**src/rtl/noc_pkg.sv**
```systemverilog
// Shared NoC definitions: flit and address layout, and the port indexing
// that the router controller uses.
package noc_pkg;

    localparam int ADDR_W = 8;
    localparam int X_MSB  = 7;
    localparam int X_LSB  = 4;
    localparam int Y_MSB  = 3;
    localparam int Y_LSB  = 0;

    localparam int FLIT_W_DEFAULT = 32;

    typedef logic [FLIT_W_DEFAULT-1:0] flit_t;

    typedef enum logic [1:0] {
        PORT_N = 2'd0,
        PORT_S = 2'd1,
        PORT_E = 2'd2,
        PORT_L = 2'd3
    } port_e;

endpackage : noc_pkg

```
**src/rtl/wrap_ptr.sv**
```systemverilog
// Circular-buffer pointer. It wraps from DEPTH-1 back to 0 by an explicit
// compare, so DEPTH does not have to be a power of two.
module wrap_ptr #(
    parameter int DEPTH = 4
) (
    input  logic                     clk,
    input  logic                     rst,
    input  logic                     inc,
    output logic [$clog2(DEPTH)-1:0] ptr
);

    localparam int PTR_W = $clog2(DEPTH);
    localparam logic [PTR_W-1:0] LAST = PTR_W'(DEPTH - 1);

    always_ff @(posedge clk or posedge rst) begin
        if (rst) begin
            ptr <= '0;
        end else if (inc) begin
            ptr <= (ptr == LAST) ? '0 : ptr + PTR_W'(1);
        end
    end

endmodule : wrap_ptr

```
**src/rtl/router_input_fifo.sv**
```systemverilog
// Per-port router input buffer. It holds flits in a circular buffer, shows the
// head flit and its destination to the controller, and flags full to upstream.
module router_input_fifo
    import noc_pkg::*;
#(
    parameter int DATA_WIDTH = 32,
    parameter int DEPTH      = 4,
    parameter int ADDR_LSB   = 0
) (
    input  logic                       clk,
    input  logic                       rst,
    input  logic [DATA_WIDTH-1:0]      data_i,
    input  logic                       write_en_i,
    input  logic                       pop_i,
    output logic [DATA_WIDTH-1:0]      packet_o,
    output logic [ADDR_W-1:0]          packet_addr_o,
    output logic                       packet_valid_o,
    output logic                       buffer_full_o,
    output logic [$clog2(DEPTH+1)-1:0] count_o,
    output logic                       overflow_o
);

    localparam int CNT_W = $clog2(DEPTH+1);
    localparam int PTR_W = $clog2(DEPTH);
    localparam logic [CNT_W-1:0] FULL_CNT = CNT_W'(DEPTH);

    // Handshake: a flit on data_i is taken on a rising edge where write_en_i is
    // high and push_eff holds. pop_i consumes the head only while packet_valid_o
    // is high. A push while full is accepted only together with a real pop.
    logic [DATA_WIDTH-1:0] mem [DEPTH];
    logic [PTR_W-1:0]      rd_ptr;
    logic [PTR_W-1:0]      wr_ptr;
    logic [CNT_W-1:0]      count;
    logic                  pop_eff;
    logic                  push_eff;

    assign pop_eff  = pop_i && (count != '0);
    assign push_eff = write_en_i && ((count != FULL_CNT) || pop_eff);

    wrap_ptr #(.DEPTH(DEPTH)) u_rd_ptr (
        .clk (clk),
        .rst (rst),
        .inc (pop_eff),
        .ptr (rd_ptr)
    );

    wrap_ptr #(.DEPTH(DEPTH)) u_wr_ptr (
        .clk (clk),
        .rst (rst),
        .inc (push_eff),
        .ptr (wr_ptr)
    );

    // Storage has no reset; the count alone decides which entries are live.
    always_ff @(posedge clk) begin
        if (push_eff) begin
            mem[wr_ptr] <= data_i;
        end
    end

    always_ff @(posedge clk or posedge rst) begin
        if (rst) begin
            count <= '0;
        end else begin
            case ({push_eff, pop_eff})
                2'b10:   count <= count + CNT_W'(1);
                2'b01:   count <= count - CNT_W'(1);
                default: count <= count;
            endcase
        end
    end

    always_ff @(posedge clk or posedge rst) begin
        if (rst) begin
            overflow_o <= 1'b0;
        end else if (write_en_i && !push_eff) begin
            overflow_o <= 1'b1;
        end
    end

    assign packet_o       = mem[rd_ptr];
    assign packet_addr_o  = packet_o[ADDR_LSB +: ADDR_W];
    assign packet_valid_o = (count != '0);
    assign buffer_full_o  = (count == FULL_CNT);
    assign count_o        = count;

endmodule : router_input_fifo

```
**config.mk**
```make
export PLATFORM = sky130hd
export DESIGN_NAME = router_input_fifo
export DESIGN_NICKNAME = d
export VERILOG_FILES = /design/src/rtl/noc_pkg.sv /design/src/rtl/wrap_ptr.sv /design/src/rtl/router_input_fifo.sv
export SDC_FILE = /design/constraint.sdc
export NUM_CORES = 1
export LEC_CHECK = 0
export ABC_AREA = 1
export BUFFER_PORTS_ARGS = -buffer_cell sky130_fd_sc_hd__buf_2
export CORE_MARGIN = 8
export CORE_UTILIZATION = 35
export DETAILED_ROUTE_END_ITERATION = 16
export PLACE_DENSITY_LB_ADDON = 0.2
export SLEW_MARGIN = 5
export SYNTH_ARGS = -nofsm -noshare
export SYNTH_HDL_FRONTEND = slang
export SYNTH_SLANG_ARGS = --single-unit
export TNS_END_PERCENT = 100
```
**constraint.sdc**
```tcl
create_clock -name clk -period 2.9 [get_ports clk]
set_clock_uncertainty 0.1 [all_clocks]
set_input_delay 0.58 -clock clk [delete_from_list [all_inputs] [get_ports clk]]
set_output_delay 0.58 -clock clk [all_outputs]
set_load 0.01 [all_outputs]
```
* Word-level counts from Yosys, hierarchy flattened
Memory sizes are Yosys's and may differ from the RTL's. Cells that the tools add are included.
Word-level totals: output and inout bits 46, input bits 36, logic and storage cells 27, RAM bits 128, bits in registers 8, memories 1
Operators by class: equal/unequal tests 6, muxes and demuxes 5, reduce and logical (&&, ||, !) cells 7, add/subtract/negate cells 4
Memory list:
- mem | depth 4, bits a word 32, rd ports 1, clocked after Yosys merged registers in 0, wr ports 1, RTL line router_input_fifo.sv:30 | logic [DATA_WIDTH-1:0] mem [DEPTH];
Operators with widths (number):
- == test 2 bit, second input constant | 3
- case mux 3 bit (2 select lines) | 1
- adder 2 x 1 -> 2 bit, second input constant | 2
- two-way mux 2 bit | 2
- adder 3 x 1 -> 3 bit, second input constant | 1
- == test 3 bit, second input constant | 1
- logical AND 1 bit | 3
- inequality test 3 bit, second input constant | 1
- nonzero test 3 bit | 1
- subtractor 3 x 1 -> 3 bit, second input constant | 1
- == test 2 x 1 -> 1 bit, second input constant | 1
- two-way mux 1 bit | 2
- nonzero test 2 bit | 1
- zero test 1 bit | 1
- logical OR 1 bit | 1

* Logic depth before layout (Yosys ltp)
depth in word-level cells 6, mapped depth 12, mapped depth without buffers 12

* Cells and area by module
From an unflattened synthesis, not the netlist that was laid out.
Unflattened totals: cells, all modules 448, area, all modules 5679.2 um^2
Modules (own cells, without submodules):
- router_input_fifo | area an instance 5486.5 um^2, cells each 424, seq. area each 3943.8 um^2, times used 1
- wrap_ptr | area an instance 96.3 um^2, cells each 12, seq. area each 50.0 um^2, times used 2

* Worst setup path after synthesis
Ideal clock, no wire load.
path kind in2reg, from input pop_i, to memory mem[0][0] (enable), data arrival time 2247 ps, data required time 2379 ps, setup slack 132 ps, setup time 421 ps, buffers on the path 0, cell stages on the path 4, path through inv_1 > nand3_1 > nand2_1 > nor2_1
On the way: cells in the longest elaborated chain, start to end 5
Ends and longest elaborated chain:
- start: declaration | RTL line router_input_fifo.sv:14 | input logic pop_i,
- logical AND 1 bit | RTL line router_input_fifo.sv:37 | assign pop_eff = pop_i && (count != '0);
- logical OR 1 bit | RTL line router_input_fifo.sv:38 | assign push_eff = write_en_i && ((count != FULL_CNT) || pop_eff);
- logical AND 1 bit | RTL line router_input_fifo.sv:38
- two-way mux 1 bit | RTL line router_input_fifo.sv:56 | if (push_eff) begin
- two-way mux 1 bit (not written as such) | RTL line router_input_fifo.sv:57 | mem[wr_ptr] <= data_i;
- end: declaration | RTL line router_input_fifo.sv:30
No other way between the ends.

* Worst setup path after layout
from register u_rd_ptr.ptr[0], to output packet_o[7]
On the way: cells in the longest elaborated chain, start to end 1
Ends and longest elaborated chain:
- start: declaration | RTL line wrap_ptr.sv:9 | output logic [$clog2(DEPTH)-1:0] ptr
- start signal: assignment | RTL line wrap_ptr.sv:19 | ptr <= (ptr == LAST) ? '0 : ptr + PTR_W'(1);
- memory read (4 x 32 bit)
- end: declaration | RTL line router_input_fifo.sv:15 | output logic [DATA_WIDTH-1:0] packet_o,
No other way between the ends.

==> flow_summary_export.csv <==
group,metric,value,unit
logic_synthesis,ys_seq_area_share,72.56,%
global_route,gr-usage-all-layers,11.99,%
critical_path,cp.arrival,1.85,ns
logic_synthesis,synthDistinctLibCells,20,
drt,wire_per_inst,15.42,um
pwr,sw_frac_of_total,34.14,%
finish,final_cells,759,
logic_synthesis,ys_warn_count,0,
clock_network,clk_latency,0.42,ns
sta,tns,0,ns
logic_synthesis,ys_seq_elements,136,
finish,n_antenna_cell,0,
logic_synthesis,syn-instance-count,445,
finish,nNetsFinal,573,
clock_network,cts_tree,"done",
logic_synthesis,synth_top_cell_by_area,"edfxtp_1",
critical_path,cp-end-kind,"output port",
logic_synthesis,synth.net_count,488,
sta,setup_violations,0,
critical_path,crit_required,2.22,ns
global_route,antenna_found_initial,1,
floorplan,die-area,20220,um2
drt,drt_iter0_drc,155,
floorplan,rows,46,
pwr,internal-power,0.004798,W
floorplan,start_util,35.47,%
place,pre_cts_ws,0.5828,ns
clock_network,htreeDepth,4,
critical_path,crit_type,"reg -> out",
pwr,power_density,1061,nW/um2
sta,worstMarginPinSlew,0.4909,ns
critical_path,startpoint_type,"flop",
sta,max_slew_margin,67.19,%
clock_network,clk_pin_slew,0.06,ns
sta,slew_viol_final,0,
min_path,hold_class,"in -> async",
floorplan,core,15710,um2
finish,fin_area,6865,um2
pwr,peakVddDrop,551.7,uV
pwr,switching_power,0.002487,W
critical_path,path_max_fanout,44,
drt,wl,11710,um
floorplan,die_h,142.2,um
sta,hold_viol,0,
logic_synthesis,synth-async-reset-ratio,5.882,%
drt,drc_errors,0,
place,place.gp.congestion,0.7180,
global_route,gr-total-overflow,0,
outcome,outcome,"completed",
logic_synthesis,synth_top_area_share,68.97,%
logic_synthesis,syn_area,5573,um2
logic_synthesis,synth_edf_count,128,
global_route,grt_pass1_vias,3352,
place,dpl.hpwl,7366,um
finish,drive_gt1_share,23.76,%
clock_network,clock_tree.root_cell,"clkbuf_16",
flow_run,cap_violations,0,
logic_synthesis,ys_top_cells_by_area,"edfxtp_1 69%, inv_1 5.4%, nand2_1 5.3%, o211ai_1 4.3%, dfrtp_1 3.6%",
place,placed_cells,726,
logic_synthesis,ys.flop_type,"edfxtp_1",
pwr,pwr-share-comb,32.0,%
global_route,grt_pass1_wl,18150,um
pwr,power_frac_clock,29.3,%
finish,syn_to_final_growth,23.19,%
clock_network,cts_buffers,17,
global_route,grt_max_degree,77,
sta,setup_slack,0.3680,ns
sta,max_freq,0.3949,GHz
drt,dr.pass1.iters,4,
sta,rsz0062_at_grt,"no",
floorplan,ios,82,
sta,post-route-min-period,2.532,ns
logic_synthesis,synth_area_per_cell,12.52,um2
place,placed_area,6259,um2
clock_network,cts_hold_buf,0,
place,io_buffers,81,
clock_network,clock_path_buffers,2,
drt,antenna_left,0,
sta,finalCritPeriodShare,87.31,%
clock_network,clkSinkCount,136,
floorplan,fp.dieW,142.2,um
drt,vias,3378,
drt,via_per_inst,4.451,
pwr,p_leak,2.783,nW
pwr,seq_power_share,38.7,%
[path summary, 6_finish.rpt]
check | start | endpoint | slack (ns) | depth (start not counted)
setup reg to reg | count_o[0] | count_o[2] | 0.74 | 11
min in group clk | data_i[17] | mem[3][17] | 0.28 | 1
hold / removal | rst | count_o[0] | 0.004 | 2
hold reg to reg | overflow_o | overflow_o | 0.39 | 1
max in group asynchronous | rst | u_rd_ptr.ptr[0] | 2.42 | 2
setup / recovery | u_rd_ptr.ptr[0] | packet_o[7] | 0.37 | 5
[cell families (layout without fill, tap and decap cells)]
| family | Yosys count | in the layout | share of synthesized area, % |
|---|---|---|---|
| xor gates and xnor gates | 1 | 1 | 0.1572 |
| adders and majority gates | 7 | 7 | 1.706 |
| and+or+nand+nor | 93 | 93 | 6.488 |
| AOI/OAI and AO/OA | 99 | 99 | 10.37 |
| DFF | 136 | 136 | 72.56 |
| buffers and inverters | 109 | 207 | 8.711 |
[placed cells by master (no fill, tap or decap)]
cell        instances
or2_0               1
o21bai_1            1
o211ai_1           32
buf_4               8
nand3_1             5
dfrtp_2             1
buf_12              6
dfrtp_1             6
nor2_4              4
nand2_1            79
nor3_1              1
dfrtp_4             1
fa_1                1
edfxtp_1          128
clkinv_4            1
ha_1                6
inv_1              80
bufinv_16           3
xnor2_1             1
a21oi_1            32
nand4_1             1
clkinvlp_4          5
clkbuf_1            1
clkinv_2            2
clkbuf_16          17
nor2_1              2
buf_2              81
clkinv_1            3
o21ai_0            34
[power by group through the flow]
stage	combinational (W)	sequential (W)	clock, W
2_1_floorplan	0.00161	0.00274	0
3_3_place_gp	0.00228	0.00289	0
3_5_place_dp	0.00230	0.00291	0
4_1_cts	0.00231	0.00287	0.00219
5_1_grt	0.00264	0.00287	0.00227
6_report	0.00233	0.00282	0.00213
[metrics by stage]
stage               util (%)  hold slack [ns]  total power [W]
CTS                    43.57        0.0003559         0.007370
floorplan                  -           0.2957         0.004346
finish                 43.69         0.003563         0.007285
global route           43.69         0.004826         0.007775
global placement       39.83           0.3609         0.005175
detailed placement     39.83           0.3571         0.005209
[flip-flops by register name, indices dropped and copies added, names as in the netlist]
name and cells:
u_wr_ptr.ptr 2, u_rd_ptr.ptr 2, overflow_o 1, count_o 3, mem 128
[timing repair]
item	in CTS	in global routing
resized for setup	0	0
endpoints found under the hold margin	0	0
setup endpoints to repair	0	5
setup buffers	0	1
[cells in the mapped netlist, types with 2 or more instances]
library cell,instances
nand2_1,79
dfrtp_1,8
buf_2,13
inv_1,80
edfxtp_1,128
ha_1,6
nand3_1,5
nor2_1,6
a21oi_1,32
clkbuf_1,2
o21ai_0,34
o211ai_1,32
buf_6,2
buf_4,12
[layer usage]
layer	vias to the layer above	part of all wire, %	GRT usage (%)
met5	-	0.10	0
met4	2	1.0	5.088
met3	12	6.2	4.730
met2	78	47	18.10
met1	1596	46	14.96
li1	1690	-	-
[final cells by class]
type	instances	area, um2
Sequential cell	136	4049
Tap cell	216	270.3
Multi-Input combinational cell	200	1074
Fill cell	1439	8847
Clock buffer	18	429.2
Timing Repair Buffer	95	585.6
Clock inverter	14	157.7
Inverter	80	300.3
[worst max-delay path, cell delays in order (launching register included)]
cell and delay (ns):
dfrtp_4 0.74, buf_12 0.26, a21oi_1 0.10, o21ai_0 0.08, nand2_1 0.09, buf_2 0.15
No activity file was read; power rests on OpenSTA's default activity.
